$ cat src/rtl/aes_pkg.sv
// Shared definitions for the iterative AES-128 encryption core.
// Contents: round count, FSM state type, Rcon lookup, and the GF(2^8)
// and byte-permutation helpers used by the round datapath.
// Byte order everywhere: byte i of a 128-bit word sits at [127-8i -: 8],
// and byte i maps to state[i%4][i/4] (column-major).
package aes_pkg;

  localparam int unsigned NR = 10;

  typedef enum logic {
    IDLE = 1'b0,
    BUSY = 1'b1
  } state_e;

  // Round constant for round rnd (1..10); other indices are unused.
  function automatic logic [7:0] rcon(input logic [3:0] rnd);
    logic [7:0] r;
    case (rnd)
      4'd1:    r = 8'h01;
      4'd2:    r = 8'h02;
      4'd3:    r = 8'h04;
      4'd4:    r = 8'h08;
      4'd5:    r = 8'h10;
      4'd6:    r = 8'h20;
      4'd7:    r = 8'h40;
      4'd8:    r = 8'h80;
      4'd9:    r = 8'h1b;
      4'd10:   r = 8'h36;
      default: r = 8'h00;
    endcase
    return r;
  endfunction

  function automatic logic [7:0] xtime(input logic [7:0] b);
    return {b[6:0], 1'b0} ^ (b[7] ? 8'h1b : 8'h00);
  endfunction

  // One MixColumns column; a0 is the top byte (row 0).
  function automatic logic [31:0] mix_column(input logic [31:0] col);
    logic [7:0] a0, a1, a2, a3;
    logic [7:0] b0, b1, b2, b3;
    a0 = col[31:24];
    a1 = col[23:16];
    a2 = col[15:8];
    a3 = col[7:0];
    b0 = xtime(a0) ^ (xtime(a1) ^ a1) ^ a2 ^ a3;
    b1 = a0 ^ xtime(a1) ^ (xtime(a2) ^ a2) ^ a3;
    b2 = a0 ^ a1 ^ xtime(a2) ^ (xtime(a3) ^ a3);
    b3 = (xtime(a0) ^ a0) ^ a1 ^ a2 ^ xtime(a3);
    return {b0, b1, b2, b3};
  endfunction

  // Row r rotates left by r columns: out[r][c] = in[r][(c+r)%4].
  function automatic logic [127:0] shift_rows(input logic [127:0] s);
    logic [127:0] o;
    o = '0;
    for (int unsigned r = 0; r < 4; r++) begin
      for (int unsigned c = 0; c < 4; c++) begin
        o[127-8*(r+4*c) -: 8] = s[127-8*(r+4*((c+r)%4)) -: 8];
      end
    end
    return o;
  endfunction

  function automatic logic [31:0] rot_word(input logic [31:0] w);
    return {w[23:0], w[31:24]};
  endfunction

endpackage

$ cat src/rtl/aes_sbox.sv
// Forward AES S-box, purely combinational.
// Ports: din - input byte; dout - substituted byte.
module aes_sbox (
  input  logic [7:0] din,
  output logic [7:0] dout
);

  localparam logic [7:0] SBOX [256] = '{
    8'h63, 8'h7c, 8'h77, 8'h7b, 8'hf2, 8'h6b, 8'h6f, 8'hc5, 8'h30, 8'h01, 8'h67, 8'h2b, 8'hfe, 8'hd7, 8'hab, 8'h76,
    8'hca, 8'h82, 8'hc9, 8'h7d, 8'hfa, 8'h59, 8'h47, 8'hf0, 8'had, 8'hd4, 8'ha2, 8'haf, 8'h9c, 8'ha4, 8'h72, 8'hc0,
    8'hb7, 8'hfd, 8'h93, 8'h26, 8'h36, 8'h3f, 8'hf7, 8'hcc, 8'h34, 8'ha5, 8'he5, 8'hf1, 8'h71, 8'hd8, 8'h31, 8'h15,
    8'h04, 8'hc7, 8'h23, 8'hc3, 8'h18, 8'h96, 8'h05, 8'h9a, 8'h07, 8'h12, 8'h80, 8'he2, 8'heb, 8'h27, 8'hb2, 8'h75,
    8'h09, 8'h83, 8'h2c, 8'h1a, 8'h1b, 8'h6e, 8'h5a, 8'ha0, 8'h52, 8'h3b, 8'hd6, 8'hb3, 8'h29, 8'he3, 8'h2f, 8'h84,
    8'h53, 8'hd1, 8'h00, 8'hed, 8'h20, 8'hfc, 8'hb1, 8'h5b, 8'h6a, 8'hcb, 8'hbe, 8'h39, 8'h4a, 8'h4c, 8'h58, 8'hcf,
    8'hd0, 8'hef, 8'haa, 8'hfb, 8'h43, 8'h4d, 8'h33, 8'h85, 8'h45, 8'hf9, 8'h02, 8'h7f, 8'h50, 8'h3c, 8'h9f, 8'ha8,
    8'h51, 8'ha3, 8'h40, 8'h8f, 8'h92, 8'h9d, 8'h38, 8'hf5, 8'hbc, 8'hb6, 8'hda, 8'h21, 8'h10, 8'hff, 8'hf3, 8'hd2,
    8'hcd, 8'h0c, 8'h13, 8'hec, 8'h5f, 8'h97, 8'h44, 8'h17, 8'hc4, 8'ha7, 8'h7e, 8'h3d, 8'h64, 8'h5d, 8'h19, 8'h73,
    8'h60, 8'h81, 8'h4f, 8'hdc, 8'h22, 8'h2a, 8'h90, 8'h88, 8'h46, 8'hee, 8'hb8, 8'h14, 8'hde, 8'h5e, 8'h0b, 8'hdb,
    8'he0, 8'h32, 8'h3a, 8'h0a, 8'h49, 8'h06, 8'h24, 8'h5c, 8'hc2, 8'hd3, 8'hac, 8'h62, 8'h91, 8'h95, 8'he4, 8'h79,
    8'he7, 8'hc8, 8'h37, 8'h6d, 8'h8d, 8'hd5, 8'h4e, 8'ha9, 8'h6c, 8'h56, 8'hf4, 8'hea, 8'h65, 8'h7a, 8'hae, 8'h08,
    8'hba, 8'h78, 8'h25, 8'h2e, 8'h1c, 8'ha6, 8'hb4, 8'hc6, 8'he8, 8'hdd, 8'h74, 8'h1f, 8'h4b, 8'hbd, 8'h8b, 8'h8a,
    8'h70, 8'h3e, 8'hb5, 8'h66, 8'h48, 8'h03, 8'hf6, 8'h0e, 8'h61, 8'h35, 8'h57, 8'hb9, 8'h86, 8'hc1, 8'h1d, 8'h9e,
    8'he1, 8'hf8, 8'h98, 8'h11, 8'h69, 8'hd9, 8'h8e, 8'h94, 8'h9b, 8'h1e, 8'h87, 8'he9, 8'hce, 8'h55, 8'h28, 8'hdf,
    8'h8c, 8'ha1, 8'h89, 8'h0d, 8'hbf, 8'he6, 8'h42, 8'h68, 8'h41, 8'h99, 8'h2d, 8'h0f, 8'hb0, 8'h54, 8'hbb, 8'h16
  };

  assign dout = SBOX[din];

endmodule

$ cat src/rtl/aes_engine.sv
// Iterative AES-128 encryption core: one round per clock, round keys
// expanded on the fly. A block is accepted while idle, finishes 10 edges
// later with a one-cycle c_gecerli pulse; throughput 1 block / 11 cycles.
// Ports:
//   clk, rst (async active-low)
//   anahtar   - 128-bit key, byte 0 in [127:120]
//   blok      - 128-bit plaintext, byte 0 in [127:120]
//   g_gecerli - input valid, taken when hazir=1
//   hazir     - ready (idle)
//   sifre     - ciphertext, held until the next completion
//   c_gecerli - one-cycle pulse when sifre updates
module aes_engine
  import aes_pkg::*;
(
  input  logic         clk,
  input  logic         rst,
  input  logic [127:0] anahtar,
  input  logic [127:0] blok,
  input  logic         g_gecerli,
  output logic         hazir,
  output logic [127:0] sifre,
  output logic         c_gecerli
);

  state_e       fsm_q, fsm_d;
  logic [127:0] state_q, state_d;
  logic [127:0] rk_q, rk_d;
  logic [3:0]   rnd_q, rnd_d;
  logic [127:0] sifre_q, sifre_d;
  logic         c_gecerli_q, c_gecerli_d;
  logic         hazir_q, hazir_d;

  // Round datapath: SubBytes -> ShiftRows -> MixColumns
  logic [127:0] sb_state;
  logic [127:0] sr_state;
  logic [127:0] mc_state;

  for (genvar i = 0; i < 16; i++) begin : g_state_sbox
    aes_sbox u_sbox (
      .din  (state_q[127-8*i -: 8]),
      .dout (sb_state[127-8*i -: 8])
    );
  end

  assign sr_state = shift_rows(sb_state);

  always_comb begin
    mc_state = '0;
    for (int unsigned c = 0; c < 4; c++) begin
      mc_state[127-32*c -: 32] = mix_column(sr_state[127-32*c -: 32]);
    end
  end

  // Key schedule: next round key from the current one
  logic [31:0]  rot_w;
  logic [31:0]  sub_w;
  logic [31:0]  t_w;
  logic [31:0]  w0_n, w1_n, w2_n, w3_n;
  logic [127:0] rk_next;

  assign rot_w = rot_word(rk_q[31:0]);

  for (genvar j = 0; j < 4; j++) begin : g_key_sbox
    aes_sbox u_sbox (
      .din  (rot_w[31-8*j -: 8]),
      .dout (sub_w[31-8*j -: 8])
    );
  end

  assign t_w     = sub_w ^ {rcon(rnd_q), 24'h0};
  assign w0_n    = rk_q[127:96] ^ t_w;
  assign w1_n    = rk_q[95:64]  ^ w0_n;
  assign w2_n    = rk_q[63:32]  ^ w1_n;
  assign w3_n    = rk_q[31:0]   ^ w2_n;
  assign rk_next = {w0_n, w1_n, w2_n, w3_n};

  always_comb begin
    fsm_d       = fsm_q;
    state_d     = state_q;
    rk_d        = rk_q;
    rnd_d       = rnd_q;
    sifre_d     = sifre_q;
    c_gecerli_d = 1'b0;
    hazir_d     = hazir_q;
    unique case (fsm_q)
      IDLE: begin
        if (g_gecerli) begin
          state_d = blok ^ anahtar;
          rk_d    = anahtar;
          rnd_d   = 4'd1;
          fsm_d   = BUSY;
          hazir_d = 1'b0;
        end
      end
      BUSY: begin
        rk_d  = rk_next;
        rnd_d = rnd_q + 4'd1;
        if (rnd_q == 4'(NR)) begin
          // Final round skips MixColumns and goes straight to the output
          sifre_d     = sr_state ^ rk_next;
          c_gecerli_d = 1'b1;
          fsm_d       = IDLE;
          hazir_d     = 1'b1;
        end else begin
          state_d = mc_state ^ rk_next;
        end
      end
      default: fsm_d = IDLE;
    endcase
  end

  always_ff @(posedge clk or negedge rst) begin
    if (!rst) begin
      fsm_q       <= IDLE;
      state_q     <= '0;
      rk_q        <= '0;
      rnd_q       <= '0;
      sifre_q     <= '0;
      c_gecerli_q <= 1'b0;
      hazir_q     <= 1'b1;
    end else begin
      fsm_q       <= fsm_d;
      state_q     <= state_d;
      rk_q        <= rk_d;
      rnd_q       <= rnd_d;
      sifre_q     <= sifre_d;
      c_gecerli_q <= c_gecerli_d;
      hazir_q     <= hazir_d;
    end
  end

  assign hazir     = hazir_q;
  assign sifre     = sifre_q;
  assign c_gecerli = c_gecerli_q;

endmodule

$ cat config.mk
export PLATFORM = sky130hd
export DESIGN_NAME = aes_engine
export DESIGN_NICKNAME = d
export VERILOG_FILES = /design/src/rtl/aes_pkg.sv /design/src/rtl/aes_sbox.sv /design/src/rtl/aes_engine.sv
export SDC_FILE = /design/constraint.sdc
export NUM_CORES = 2
export LEC_CHECK = 0
export CORE_MARGIN = 10
export CORE_UTILIZATION = 25
export CTS_CLUSTER_SIZE = 40
export DETAILED_ROUTE_END_ITERATION = 8
export PLACE_DENSITY = 0.45
export SLEW_MARGIN = 20
export SYNTH_ARGS = -nofsm -noshare
export SYNTH_HDL_FRONTEND = slang
export SYNTH_SLANG_ARGS = --single-unit
$ cat constraint.sdc
create_clock -name clk -period 5.9 [get_ports clk]
set_clock_uncertainty 0.2 [all_clocks]
set_input_delay 0.59 -clock clk [delete_from_list [all_inputs] [get_ports clk]]
set_output_delay 0.59 -clock clk [all_outputs]
set_load 0.02 [all_outputs]
After elaboration in Yosys (flattened, before gate mapping)
Memory sizes are Yosys's and may differ from the RTL's.
Cells that the tools add are included.
{"block": "classes", "addsub": 1, "order_cmp": 20, "n_eq_ne": 4, "muxes": 71, "bitwise_logic": 109, "n_reduce_logical": 3}
{"cell": "128-bit case mux with 2 select lines", "count": 2}
{"cell": "8-bit XOR", "count": 64}
{"cell": "128-bit 2-to-1 mux", "count": 3}
{"cell": "128-bit XOR", "count": 3}
{"cell": "8-bit 2-to-1 mux", "count": 40}
{"cell": "9-bit >= comparator (second input constant)", "count": 20}
{"cell": "8-bit NOT with 9-bit output", "count": 20}
{"cell": "32-bit XOR", "count": 5}
{"cell": "8-bit by 5-bit XOR with 8-bit output", "count": 16}
{"cell": "5-bit 2-to-1 mux", "count": 16}
{"cell": "4-bit case mux with 2 select lines", "count": 1}
{"cell": "1-bit 2-to-1 mux", "count": 6}
{"cell": "2-bit AND reduction", "count": 3}
{"cell": "4-bit by 1-bit adder with 4-bit output (second input constant)", "count": 1}
{"cell": "4-bit == test (second input constant)", "count": 1}
{"cell": "4-bit 2-to-1 mux", "count": 1}
{"cell": "2-bit inequality test (second input constant)", "count": 2}
{"cell": "1-bit case mux with 2 select lines", "count": 2}
{"cell": "2-bit by 1-bit inequality test with 1-bit output (second input constant)", "count": 1}
{"cell": "1-bit NOT", "count": 1}
{"block": "word_totals", "ff_bits": 391, "rom_bits": 41088, "input_bits": 259, "output_inout_bits": 130, "elab_cells": 236, "memories": 21}
{"memory": "(no name shown)", "depth": 256, "word_bits": 8, "read_ports": 1, "rd_ports_with_merged_regs": 0, "write_ports": 0, "line_no": "aes_sbox.sv:27", "text": "assign dout = SBOX[din];"}
{"memory": "(no name shown)", "depth": 256, "word_bits": 8, "read_ports": 1, "rd_ports_with_merged_regs": 0, "write_ports": 0, "line_no": "aes_sbox.sv:27"}
{"memory": "(no name shown)", "depth": 256, "word_bits": 8, "read_ports": 1, "rd_ports_with_merged_regs": 0, "write_ports": 0, "line_no": "aes_sbox.sv:27"}
{"memory": "(no name shown)", "depth": 256, "word_bits": 8, "read_ports": 1, "rd_ports_with_merged_regs": 0, "write_ports": 0, "line_no": "aes_sbox.sv:27"}
{"memory": "(no name shown)", "depth": 256, "word_bits": 8, "read_ports": 1, "rd_ports_with_merged_regs": 0, "write_ports": 0, "line_no": "aes_sbox.sv:27"}
{"memory": "(no name shown)", "depth": 256, "word_bits": 8, "read_ports": 1, "rd_ports_with_merged_regs": 0, "write_ports": 0, "line_no": "aes_sbox.sv:27"}
{"memory": "+15 memories"}

Logic depth before layout (Yosys ltp)
{"block": "logic_depth", "word_depth": 13, "ltp_mapped": 18, "ltp_nobuf": 13}

Hierarchy
From an unflattened synthesis, not the netlist that was laid out.
{"block": "unflattened", "cells_unflattened": 12826, "area_unflattened_um2": 89972.5}
{"module": "aes_sbox (g_state_sbox[14].u_sbox ...)", "n_inst": 11, "cells_per_inst": 507, "area_each_um2": 3179.3, "seq_area_each_um2": 0.0}
{"module": "aes_sbox (g_key_sbox[0].u_sbox ...)", "n_inst": 9, "cells_per_inst": 510, "area_each_um2": 3103.0, "seq_area_each_um2": 0.0}
{"module": "aes_engine", "n_inst": 1, "cells_per_inst": 2659, "area_each_um2": 27073.5, "seq_area_each_um2": 9785.6}

Worst setup path after synthesis
No wires, ideal clock.
{"block": "synth_timing", "path_kind": "register to register", "startpoint": "register state_q[17]", "endpoint": "register state_q[57]", "setup_ns": 0.126, "t_arrival_ns": 4.340, "required_time_ns": 5.574, "setup_slack_ns": 1.234, "stages_incl_launch_ff": 18, "path_buffers": 5, "period_less_slack_ns": 4.666, "path_cell_list": "dfrtp_1 > clkbuf_1 > buf_2 > clkbuf_1 > inv_1 > ha_1 > clkbuf_1 > clkbuf_1 > o21ai_0 > mux4_2 > a21oi_1 > nand2_1 > a22oi_2 > xor2_1 > xnor2_1 > xnor2_1 > xnor3_1 > a221o_1"}
{"block": "synth_via", "elab_chain_len": 13}
{"element": "from (decl)", "line_no": "aes_engine.sv:26", "text": "logic [127:0] state_q, state_d;"}
{"element": "from (signal assigned)", "line_no": "aes_engine.sv:123", "text": "state_q <= state_d;"}
{"element": "8-bit NOT with 9-bit output (not written as such) (*)", "line_no": "aes_sbox.sv:27"}
{"element": "memory 256 x 8 bit (*)"}
{"element": "8-bit 2-to-1 mux (not written as such) (*) (2 in series)", "line_no": "aes_sbox.sv:27"}
{"element": "5-bit 2-to-1 mux", "line_no": "aes_pkg.sv:35", "text": "return {b[6:0], 1'b0} ^ (b[7] ? 8'h1b : 8'h00);"}
{"element": "8-bit by 5-bit XOR with 8-bit output", "line_no": "aes_pkg.sv:35"}
{"element": "8-bit XOR (*) (4 in series)", "line_no": "aes_pkg.sv:46", "text": "b0 = xtime(a0) ^ (xtime(a1) ^ a1) ^ a2 ^ a3;"}
{"element": "128-bit XOR (*)", "line_no": "aes_engine.sv:105", "text": "state_d = mc_state ^ rk_next;"}
{"element": "128-bit 2-to-1 mux (*)", "line_no": "aes_engine.sv:98", "text": "if (rnd_q == 4'(NR)) begin"}
{"element": "128-bit case mux with 2 select lines (*)", "line_no": "aes_engine.sv:85", "text": "unique case (fsm_q)"}
Every way passes the cells marked *; elsewhere a longest branch is shown, timed or not. The select of a mux whose other input is x is not followed.
A chain may end at the register's enable or synchronous reset.

Final worst setup path
{"block": "layout_timing", "startpoint": "register rk_q[16]", "endpoint": "register state_q[24]"}
{"block": "layout_via", "elab_chain_len": 12}
{"element": "from (decl)", "line_no": "aes_engine.sv:27", "text": "logic [127:0] rk_q, rk_d;"}
{"element": "from (signal assigned)", "line_no": "aes_engine.sv:124", "text": "rk_q <= rk_d;"}
{"element": "8-bit NOT with 9-bit output (not written as such)", "line_no": "aes_sbox.sv:27"}
{"element": "memory 256 x 8 bit"}
{"element": "8-bit 2-to-1 mux (not written as such) (2 in series)", "line_no": "aes_sbox.sv:27"}
{"element": "32-bit XOR", "line_no": "aes_engine.sv:70", "text": "assign t_w = sub_w ^ {rcon(rnd_q), 24'h0};"}
{"element": "32-bit XOR", "line_no": "aes_engine.sv:71", "text": "assign w0_n = rk_q[127:96] ^ t_w;"}
{"element": "32-bit XOR", "line_no": "aes_engine.sv:72", "text": "assign w1_n = rk_q[95:64] ^ w0_n;"}
{"element": "32-bit XOR", "line_no": "aes_engine.sv:73", "text": "assign w2_n = rk_q[63:32] ^ w1_n;"}
{"element": "32-bit XOR", "line_no": "aes_engine.sv:74", "text": "assign w3_n = rk_q[31:0] ^ w2_n;"}
{"element": "128-bit XOR", "line_no": "aes_engine.sv:105"}
{"element": "128-bit 2-to-1 mux", "line_no": "aes_engine.sv:98"}
{"element": "128-bit case mux with 2 select lines", "line_no": "aes_engine.sv:85"}
Every way passes these cells. The select of a mux whose other input is x is not followed.

==> flow_summary.json <==
{
  "hp-class": "in2async",
  "rsz0062_at_grt": "false",
  "ios": 389,
  "yosysSeqAreaShare_pct": 10.7,
  "synth_nets": 13611,
  "die_y_um": 626,
  "ys.flop_type": "dfrtp_1",
  "required_ns": 6.36,
  "die_area_um2": 392000,
  "synthXorXnorAreaFrac_pct": 10.5,
  "setup_viol": 0,
  "dpl-instance-area_um2": 102000,
  "yosys_register_bits": 391,
  "final_area_um2": 104000,
  "antenna_found_initial": 22,
  "gr-total-overflow": 0,
  "grt_pass1_wl_um": 851000,
  "areaGrowthSynthToFinish_pct": 13.0,
  "synth_fa_ha_area_share_pct": 4.00,
  "port_buffers": 388,
  "status": "finished clean",
  "max-slew-margin-rel_pct": 20.3,
  "start_util_pct": 25.1,
  "synth_top_family_by_area": "compound AO/OA/AOI/OAI gates",
  "fin_nets": 13336,
  "critPathLaunchType": "register",
  "routed_wirelength_um": 611000,
  "crit_type": "reg2reg",
  "synthSimpleGateAreaFrac_pct": 22.7,
  "critPathArrivalTime_ns": 6.27,
  "fp.coreArea_um2": 366000,
  "timing.fmax_mhz": 172,
  "cap_violations": 0,
  "drt-initial-drc-count": 20413,
  "synth_compound_area_share_pct": 35.6,
  "root_buffer": "clkbuf_16",
  "clk_pin_slew_ns": 0.07,
  "fin_crit_sh_pct": 98.6,
  "avgSynthCellArea_um2": 7.03,
  "cts_max_level": 2,
  "chipWidth_um": 626,
  "hold_ws_ns": 0.246,
  "dpl.hpwl_um": 461000,
  "yosysUniqueCellTypes": 129,
  "slew_viol_final": 0,
  "final_cell_mix": "a21oi_1 (1136), o21ai_0 (1129), nand2_1 (1120)",
  "drc": 0,
  "tightest_slew_ns": 1.17,
  "numCtsBuffers": 59,
  "wirelength_met1_um": 231000,
  "wl_met2_um": 257000,
  "drt_first_pass_iters": 7,
  "hold_viol_final": 0,
  "ys_warn_count": 0,
  "final_common_cell": "a21oi_1",
  "clk_latency_ns": 0.83,
  "highest_layer": "met5",
  "vias": 113737,
  "cts.sinks": 391,
  "vias_per_cell": 6.44,
  "crit_fanout": 10,
  "end_kind": "register",
  "drive_gt1_share_pct": 11.9,
  "clockBufferDepth": 3,
  "gp_congestion": 1.05,
  "rrSetupSlack_ns": 0.08,
  "grt_usage_pct": 29.2,
  "synth.area.mux_share_pct": 8.47,
  "wl_per_cell_um": 34.6,
  "synthCells": 13060,
  "cts_tree": "yes",
  "synth_edf_count": 0,
  "drtAntennaViolNets": 0,
  "grt_max_degree": 154,
  "synthArstFlopShare_pct": 100,
  "rows": 222,
  "grt_pass1_vias": 104107,
  "finalCriticalPeriod_ns": 5.82,
  "syn-cell-area_um2": 91800,
  "routed-wl-met3_um": 64000
}
## Yosys cell counts (all sizes together) (365+ instances only)
cell type	instances	share of area, %
nor2b	404	2.8
nor2	857	3.5
nand3	475	2.6
buf	638	3.6
nand2b	365	2.5
clkbuf	875	3.6
nand2	1123	4.6
dfrtp	390	11
xnor2	641	6.5
a21oi	1141	6.2
nor3	455	2.5
o21ai	1227	6.7
## registers in the layout, summed over array words and instances, names as in the netlist
register   flops
rnd_q          4
fsm_q          1
hazir          1
sifre        128
rk_q         128
c_gecerli      1
state_q      128
## cell families after synthesis
| group | Yosys count |
|---|---|
| AO/OA/AOI/OAI | 4914 |
| AND/OR/NAND/NOR | 4259 |
| buffers and inverters | 1728 |
| XOR/XNOR | 1012 |
| multiplexers | 463 |
| flip-flops | 391 |
| adder cells (fa/ha/maj) | 293 |
## per-layer routing
layer | vias to the layer above | global-route usage, %
li1 | 48237 | -
met1 | 55382 | 36.8
met2 | 8359 | 43.7
met3 | 1751 | 6.34
met4 | 8 | 21.9
met5 | - | 0
## worst max-delay path, cell delays in order (launching register included)
cell and delay (ns):
dfrtp_1 0.38, inv_1 0.30, ha_1 0.36, buf_4 0.21, buf_4 0.16, nand2b_1 0.11, a21oi_1 0.08, a2111oi_0 0.92
buf_4 0.24, a2111oi_0 0.05, mux4_2 0.54, xnor2_2 0.18, xor2_2 0.17, buf_4 0.21, xnor2_1 0.86, xnor2_1 0.41
o221ai_1 0.25
## worst paths after layout
path | start | endpoint | cells after the start
max | rk_q[16] | state_q[24] | 16
min | rst | rk_q[16] | 2
max reg2reg | rk_q[16] | state_q[24] | 16
min reg2reg | sifre[38] | sifre[38] | 2
max in group asynchronous | rst | state_q[3] | 3
min in group clk | anahtar[120] | rk_q[120] | 3
## cell type report
| cell class | count | area, um2 |
|---|---|---|
| Fill cell | 40260 | 262000 |
| Multi-Input combinational cell | 10941 | 74700 |
| Timing Repair Buffer | 1177 | 10200 |
| Sequential cell | 391 | 9940 |
| Tap cell | 4816 | 6030 |
| Clock buffer | 75 | 1570 |
| Inverter | 215 | 817 |
| Clock inverter | 37 | 462 |
| Antenna cell | 10 | 25.0 |
## stage by stage
stage | setup TNS (ns) | setup WS, ns | utilization, % | instances
2_1_floorplan | 0 | 1.23 | - | 13060
3_3_place_gp | -0.245 | -0.197 | 27.8 | 17538
3_5_place_dp | -0.0485 | -0.0485 | 27.8 | 17538
4_1_cts | 0 | 0.0503 | 28.4 | 17652
5_1_grt | 0 | 0.134 | 28.4 | 17653
6_report | 0 | 0.0848 | 28.4 | 17662
## timing repair
action / CTS / global route
setup endpoints to repair: 1 / 2
hold buffers: 2 / 0
resized for setup: 1 / 2
buffers inserted: 0 / 0
hold endpoints to repair: 59 / 0
Power is not shown: default switching activity piles up to over one toggle a cycle in this logic, so the estimate is an artifact.
